File: config.mk
export PLATFORM = sky130hd
export DESIGN_NAME = trigger_cmd_decoder
export DESIGN_NICKNAME = d
export VERILOG_FILES = /design/src/rtl/trigger_pkg.sv /design/src/rtl/trig_holdoff_timer.sv /design/src/rtl/trigger_cmd_decoder.sv
export SDC_FILE = /design/constraint.sdc
export NUM_CORES = 1
export LEC_CHECK = 0
export BUFFER_PORTS_ARGS = -buffer_cell sky130_fd_sc_hd__buf_2
export CAP_MARGIN = 20
export CORE_UTILIZATION = 25
export CTS_BUF_LIST = sky130_fd_sc_hd__clkbuf_4
export CTS_CLUSTER_DIAMETER = 60
export DETAILED_ROUTE_END_ITERATION = 6
export GPL_TIMING_DRIVEN = 0
export PLACE_DENSITY_LB_ADDON = 0.05
export SYNTH_ARGS = -nofsm -noshare
export SYNTH_HDL_FRONTEND = slang
export SYNTH_SLANG_ARGS = --single-unit
File: constraint.sdc
create_clock -name clk -period 5.4 [get_ports clk]
set_clock_uncertainty 0.1 [all_clocks]
set_input_delay 0.27 -clock clk [delete_from_list [all_inputs] [get_ports clk]]
set_output_delay 0.27 -clock clk [all_outputs]
set_load 0.1 [all_outputs]
File: src/rtl/trigger_pkg.sv
// -----------------------------------------------------------------------------
// trigger_pkg
//   Shared definitions for the trigger-command decoder slice:
//     - command code constants (3-bit, zero-extended by users to CODE_W)
//     - hold-off FSM state encoding
//   No ports; imported by trig_holdoff_timer and trigger_cmd_decoder.
// -----------------------------------------------------------------------------
package trigger_pkg;

    // Command codes as they appear on the trigger lane.
    localparam logic [2:0] CMD_L1A   = 3'd0;
    localparam logic [2:0] CMD_DELTA = 3'd1;
    localparam logic [2:0] CMD_ALIGN = 3'd2;
    localparam logic [2:0] CMD_PL1A  = 3'd6;

    // Hold-off FSM: HOLD rejects strobes, READY accepts the next one.
    typedef enum logic [0:0] {
        ST_HOLD  = 1'b0,
        ST_READY = 1'b1
    } holdoff_state_e;

endpackage : trigger_pkg

File: src/rtl/trig_holdoff_timer.sv
// -----------------------------------------------------------------------------
// trig_holdoff_timer
//   HOLD/READY FSM enforcing a minimum spacing between accepted trigger
//   commands. After reset, or after `restart`, the FSM sits in HOLD for exactly
//   HOLDOFF cycles and then reports `ready`. HOLDOFF = 0 means always ready.
//
// Parameters
//   HOLDOFF  hold-off length in cycles (0 disables hold-off)
// Ports
//   clk      system clock, rising edge
//   rst_n    asynchronous active-low reset (enters HOLD, hold_cnt = 0)
//   restart  an accepted strobe this cycle: reload hold_cnt and enter HOLD
//   ready    FSM is in READY, the current strobe may be accepted
// -----------------------------------------------------------------------------
module trig_holdoff_timer
    import trigger_pkg::*;
#(
    parameter int HOLDOFF = 3
) (
    input  logic clk,
    input  logic rst_n,
    input  logic restart,
    output logic ready
);

    generate
        if (HOLDOFF == 0) begin : g_no_holdoff
            // Permanently READY; the clock, reset and restart have no effect.
            logic unused_inputs;
            assign unused_inputs = ^{clk, rst_n, restart};
            assign ready = 1'b1;
        end else begin : g_fsm
            localparam int CNT_W = $clog2(HOLDOFF + 1);
            localparam logic [CNT_W-1:0] LAST_CNT = CNT_W'(HOLDOFF - 1);

            holdoff_state_e   state, state_nxt;
            logic [CNT_W-1:0] hold_cnt, hold_cnt_nxt;

            // NOTE: state registers use non-blocking assignments so every
            // flop samples the pre-edge value of every other flop.
            always_ff @(posedge clk or negedge rst_n) begin
                if (!rst_n) begin
                    state    <= ST_HOLD;
                    hold_cnt <= '0;
                end else begin
                    state    <= state_nxt;
                    hold_cnt <= hold_cnt_nxt;
                end
            end

            // NOTE: every output of this block is assigned a default first,
            // so no path leaves a variable unassigned and no latch is inferred.
            always_comb begin
                state_nxt    = state;
                hold_cnt_nxt = hold_cnt;
                if (restart) begin
                    state_nxt    = ST_HOLD;
                    hold_cnt_nxt = '0;
                end else if (state == ST_HOLD) begin
                    // Counter reaches HOLDOFF on the exit edge; the width
                    // $clog2(HOLDOFF+1) holds that value without wrapping.
                    hold_cnt_nxt = hold_cnt + 1'b1;
                    if (hold_cnt == LAST_CNT) begin
                        state_nxt = ST_READY;
                    end
                end
            end

            assign ready = (state == ST_READY);
        end
    endgenerate

endmodule : trig_holdoff_timer

File: src/rtl/trigger_cmd_decoder.sv
// -----------------------------------------------------------------------------
// trigger_cmd_decoder
//   Decodes the serial trigger-command lane into one-cycle L1A / DELTA /
//   ALIGN / PL1A pulses, tags each L1A with an event number and enforces a
//   programmable hold-off between accepted commands. Strobes arriving during
//   hold-off raise err_busy; accepted strobes with an unmapped code raise
//   err_unknown (and still start hold-off). All outputs are registered, so a
//   strobe sampled on edge k produces its pulse from edge k to edge k+1.
//
// Optional feature (macro TRIG_DEC_ERRCNT_EN)
//   defined   : err_count counts err_unknown/err_busy pulses, saturating at
//               16'hFFFF, cleared only by reset.
//   undefined : err_count is tied to zero.
//
// Parameters
//   CODE_W   command code width (must be >= 3)
//   HOLDOFF  hold-off length in cycles, 0 disables
//   EVT_W    event-number width
// Ports
//   clk, rst_n           clock (rising edge), async active-low reset
//   en                   decode enable; low ignores strobes entirely
//   in_stb, in_code      command strobe and code
//   l1a, delta, align,
//   pl1a                 one-cycle command pulses
//   evt_num              event number, valid while l1a = 1
//   err_unknown          accepted strobe carried an unmapped code
//   err_busy             strobe arrived during hold-off
//   err_count            saturating error counter (see macro above)
// -----------------------------------------------------------------------------
module trigger_cmd_decoder
    import trigger_pkg::*;
#(
    parameter int CODE_W  = 3,
    parameter int HOLDOFF = 3,
    parameter int EVT_W   = 16
) (
    input  logic              clk,
    input  logic              rst_n,
    input  logic              en,
    input  logic              in_stb,
    input  logic [CODE_W-1:0] in_code,
    output logic              l1a,
    output logic              delta,
    output logic              align,
    output logic              pl1a,
    output logic [EVT_W-1:0]  evt_num,
    output logic              err_unknown,
    output logic              err_busy,
    output logic [15:0]       err_count
);

    logic ready;
    logic accept;
    logic hit_l1a, hit_delta, hit_align, hit_pl1a, hit_unknown, hit_busy;

    logic [EVT_W-1:0] evt_cnt;

    trig_holdoff_timer #(
        .HOLDOFF (HOLDOFF)
    ) u_holdoff (
        .clk     (clk),
        .rst_n   (rst_n),
        .restart (accept),
        .ready   (ready)
    );

    // Only one code is looked at per cycle, so the hit_* terms are mutually
    // exclusive and so are the registered pulses.
    always_comb begin
        accept      = en && in_stb && ready;
        hit_busy    = en && in_stb && !ready;
        hit_l1a     = accept && (in_code == CODE_W'(CMD_L1A));
        hit_delta   = accept && (in_code == CODE_W'(CMD_DELTA));
        hit_align   = accept && (in_code == CODE_W'(CMD_ALIGN));
        hit_pl1a    = accept && (in_code == CODE_W'(CMD_PL1A));
        hit_unknown = accept && !(hit_l1a || hit_delta || hit_align || hit_pl1a);
    end

    // Pulse outputs: high for exactly the cycle after the strobe is sampled.
    always_ff @(posedge clk or negedge rst_n) begin
        if (!rst_n) begin
            l1a         <= 1'b0;
            delta       <= 1'b0;
            align       <= 1'b0;
            pl1a        <= 1'b0;
            err_unknown <= 1'b0;
            err_busy    <= 1'b0;
        end else begin
            l1a         <= hit_l1a;
            delta       <= hit_delta;
            align       <= hit_align;
            pl1a        <= hit_pl1a;
            err_unknown <= hit_unknown;
            err_busy    <= hit_busy;
        end
    end

    // Event counter: evt_num captures the count alongside each L1A and holds
    // between L1As; the internal count then advances (wrapping naturally).
    // ALIGN clears only the internal count so the next L1A carries 0.
    always_ff @(posedge clk or negedge rst_n) begin
        if (!rst_n) begin
            evt_cnt <= '0;
            evt_num <= '0;
        end else if (hit_l1a) begin
            evt_num <= evt_cnt;
            evt_cnt <= evt_cnt + 1'b1;
        end else if (hit_align) begin
            evt_cnt <= '0;
        end
    end

`ifdef TRIG_DEC_ERRCNT_EN
    logic [15:0] err_cnt_q;

    always_ff @(posedge clk or negedge rst_n) begin
        if (!rst_n) begin
            err_cnt_q <= '0;
        end else if ((hit_unknown || hit_busy) && (err_cnt_q != 16'hFFFF)) begin
            err_cnt_q <= err_cnt_q + 16'd1;
        end
    end

    assign err_count = err_cnt_q;
`else
    assign err_count = 16'h0000;
`endif

endmodule : trigger_cmd_decoder
==> flow_metrics.tcl <==
set metrics [dict create \
    coreArea_sq_um 7330 \
    cts_tree "built" \
    worstPathArrival_ps 2400 \
    nNetsFinal 263 \
    initial_utilization 0.262 \
    r2r_cells 6 \
    final-setup-viol-count 0 \
    yosys.cell_types.count 33 \
    grt_pass1_vias 1403 \
    dr.pass1.iters 6 \
    synthCells 203 \
    max_freq_mhz 451 \
    end_kind "register" \
    hold_buffers 2 \
    via_per_inst 4.21 \
    clockRootBuffer "clkbuf_4" \
    wl_per_cell_um 11.9 \
    ys_ff_latch 41 \
    slew_headroom 0.484 \
    vias 1489 \
    ios 45 \
    synth_simple_gate_area_frac 0.249 \
    synth_compound_area_frac 0.0671 \
    muxShareOfSynthArea 0.0423 \
    drtIter0Drc 42 \
    synthFlopType "dfrtp_1" \
    port_buffers 26 \
    die_h_um 89.7 \
    rows 31 \
    rrSetupSlack_ps 3190 \
    ys_seq_area_frac 0.534 \
    min_from "in_code[0]" \
    clock_sinks 41 \
    fin_crit_sh 0.411 \
    dp_hpwl_mm 2.94 \
    cts_max_path_buffers 2 \
    synth_area_per_cell_sq_um 9.47 \
    hold_viol_final 0 \
    wl_mm 4.20 \
    p_leak_nw 1.23 \
    dp_slack_ps 3220 \
    ant_nets 0 \
    cts_made_buffers 5 \
    max_stage_delay_ps 550 \
    fin_tns_setup_ps 0 \
    synth_xor_area_frac 0 \
    final_common_cell "nand2_1" \
    worst_pin_slew_ps 767 \
    postCtsSetupRepairBufs 0 \
    r2r_start "u_holdoff.ready$_DFF_PN0_" \
    n_antenna_cell 0 \
    fin_cells 354 \
    min_period_ps 2220 \
    clock_latency_ps 350 \
    fp.dieW_um 89.7 \
    hold_depth 2 \
    drive_gt1_frac 0.224 \
    grt_max_degree 42 \
    remaining_drc_errors 0 \
    syn_area_sq_um 1920 \
    p_per_area_nw_per_um2 324 \
    outcome "completed" \
    drv_cap 0 \
    synth_top_family_by_area "simple AND/OR/NAND/NOR gates" \
    vdd_drop_max_v 0.000145 \
    dp_cells 343 \
    crit_type "input port to register" \
    final_cell_mix "nand2_1 (60), dfrtp_1 (41), buf_2 (28)" \
    gp_congestion 0.826 \
    slew_viol_final 0 \
    critPathRequiredTime_ps 5580 \
    cts_resized 0 \
    fillers 791 \
    fin_area_sq_um 2330 \
    crit_chain "dlygate4sd3_1, buf_6, or4b_1, or4_1, buf_2, nor3_4, mux2i_1" \
    critical_path.max_fanout 9 \
    die_area_sq_um 8040 \
    clk_pin_slew_worst_paths_ps 120 \
    grt_util_all_layers 0.116 \
    reg2reg_to "evt_cnt[5]$_DFFE_PN0P_" \
    critPathSlowestCell "dlygate4sd3_1" \
    yosys_warnings 0 \
    rsz0062_at_grt "false" \
    layout_setup_ws_ps 3180 \
    area_delta_synth_final_pct 21.4 \
    synth_edf_count 0 \
    synthAdderAreaFrac 0.0130 \
    htreeDepth 2 \
    grt_pass1_wl_mm 6.89 \
    dpl_cell_area_sq_um 2230 \
    min_to "l1a$_DFF_PN0_" \
    utilization 0.318 \
    hold_path.class "input port to register" \
    grt-ovfl-total 0 \
    antenna_found_initial 0 \
    async_reset_ff_frac 1.00 \
    start_kind "input port" \
]
-- cells by family (layout without fill, tap and decap cells) --
family	count (synthesis)	after routing
AND/OR/NAND/NOR	102	102
flip-flops	41	41
buffers and inverters	29	66
AO/OA/AOI/OAI	20	20
multiplexers	8	8
adder cells (fa/ha/maj)	2	2
other	1	16
-- report_power, final --
group / total [mW] / switching (mW) / internal [mW]
combinational: 0.226 / 0.182 / 0.0444
clock: 0.168 / 0.101 / 0.0671
sequential: 0.361 / 0.0231 / 0.338
total: 0.755 / 0.305 / 0.450
-- worst max-delay path by stage --
stage                                         start                 endpoint  slack [ps]  cells past startpoint
final                                    in_code[1]  evt_cnt[12]$_DFFE_PN0P_        3180                      7
after global routing      u_holdoff.ready$_DFF_PN0_   evt_cnt[5]$_DFFE_PN0P_        2920                      6
after CTS                 u_holdoff.ready$_DFF_PN0_   evt_cnt[5]$_DFFE_PN0P_        3160                      6
after detailed placement  u_holdoff.ready$_DFF_PN0_   evt_cnt[5]$_DFFE_PN0P_        3220                      6
after global placement    u_holdoff.ready$_DFF_PN0_  evt_cnt[11]$_DFFE_PN0P_        3200                      6
after floorplan              evt_cnt[0]$_DFFE_PN0P_  evt_cnt[12]$_DFFE_PN0P_        3440                      6
-- per-layer routing --
| metal | GRT usage | vias to the layer above | wire (um) |
|---|---|---|---|
| met3 | 0.0274 | 4 | 207 |
| li1 | - | 760 | - |
| met1 | 0.160 | 687 | 2100 |
| met4 | 0.0519 | 0 | 50 |
| met2 | 0.171 | 38 | 1840 |
| met5 | 0 | - | 0 |
-- synthesized netlist by cell type, types with 3 or more instances --
cell / n / share of area
and3_1: 3 / 0.0098
dfrtp_1: 41 / 0.53
o211ai_1: 4 / 0.016
o21ai_1: 3 / 0.0078
inv_1: 3 / 0.0059
nor4_1: 4 / 0.013
o31ai_1: 4 / 0.016
mux2i_1: 7 / 0.036
or4_1: 3 / 0.012
nand3_1: 10 / 0.026
clkbuf_1: 7 / 0.014
nand4_1: 4 / 0.013
nand2_1: 60 / 0.12
buf_4: 16 / 0.063
o21ai_0: 4 / 0.010
nor2_1: 9 / 0.018
-- registers in the layout (all words and copies together) (netlist names) --
signal,cells
u_holdoff.ready,1
evt_cnt,16
align,1
l1a,1
evt_num,16
pl1a,1
err_busy,1
err_unknown,1
delta,1
u_holdoff.g_fsm.hold_cnt,2
-- per-stage QoR --
stage	power [mW]	hold slack (ps)
final	0.755	63.8
after global routing	0.803	69.8
after CTS	0.768	46.3
after detailed placement	0.594	353
after global placement	0.593	347
after floorplan	0.552	-126
-- final cells by class --
cell class                 count  area, sq um  share of cell area
sequential                    41         1030               0.440
multi-input combinational    148          773               0.332
timing repair buffer          29          170              0.0730
buffer                        26          168              0.0719
tap                           99          124              0.0531
clock buffer                   8         60.1              0.0258
inverter                       3         11.3             0.00483
-- critical path, delay by kind of cell --
| kind | cells | cell delay [ps] |
|---|---|---|
| muxes | 1 | 190 |
| and+or+nand+nor | 3 | 1050 |
| buffers and inverters | 3 | 880 |
Note: power is estimated with default switching activity, not from simulation.
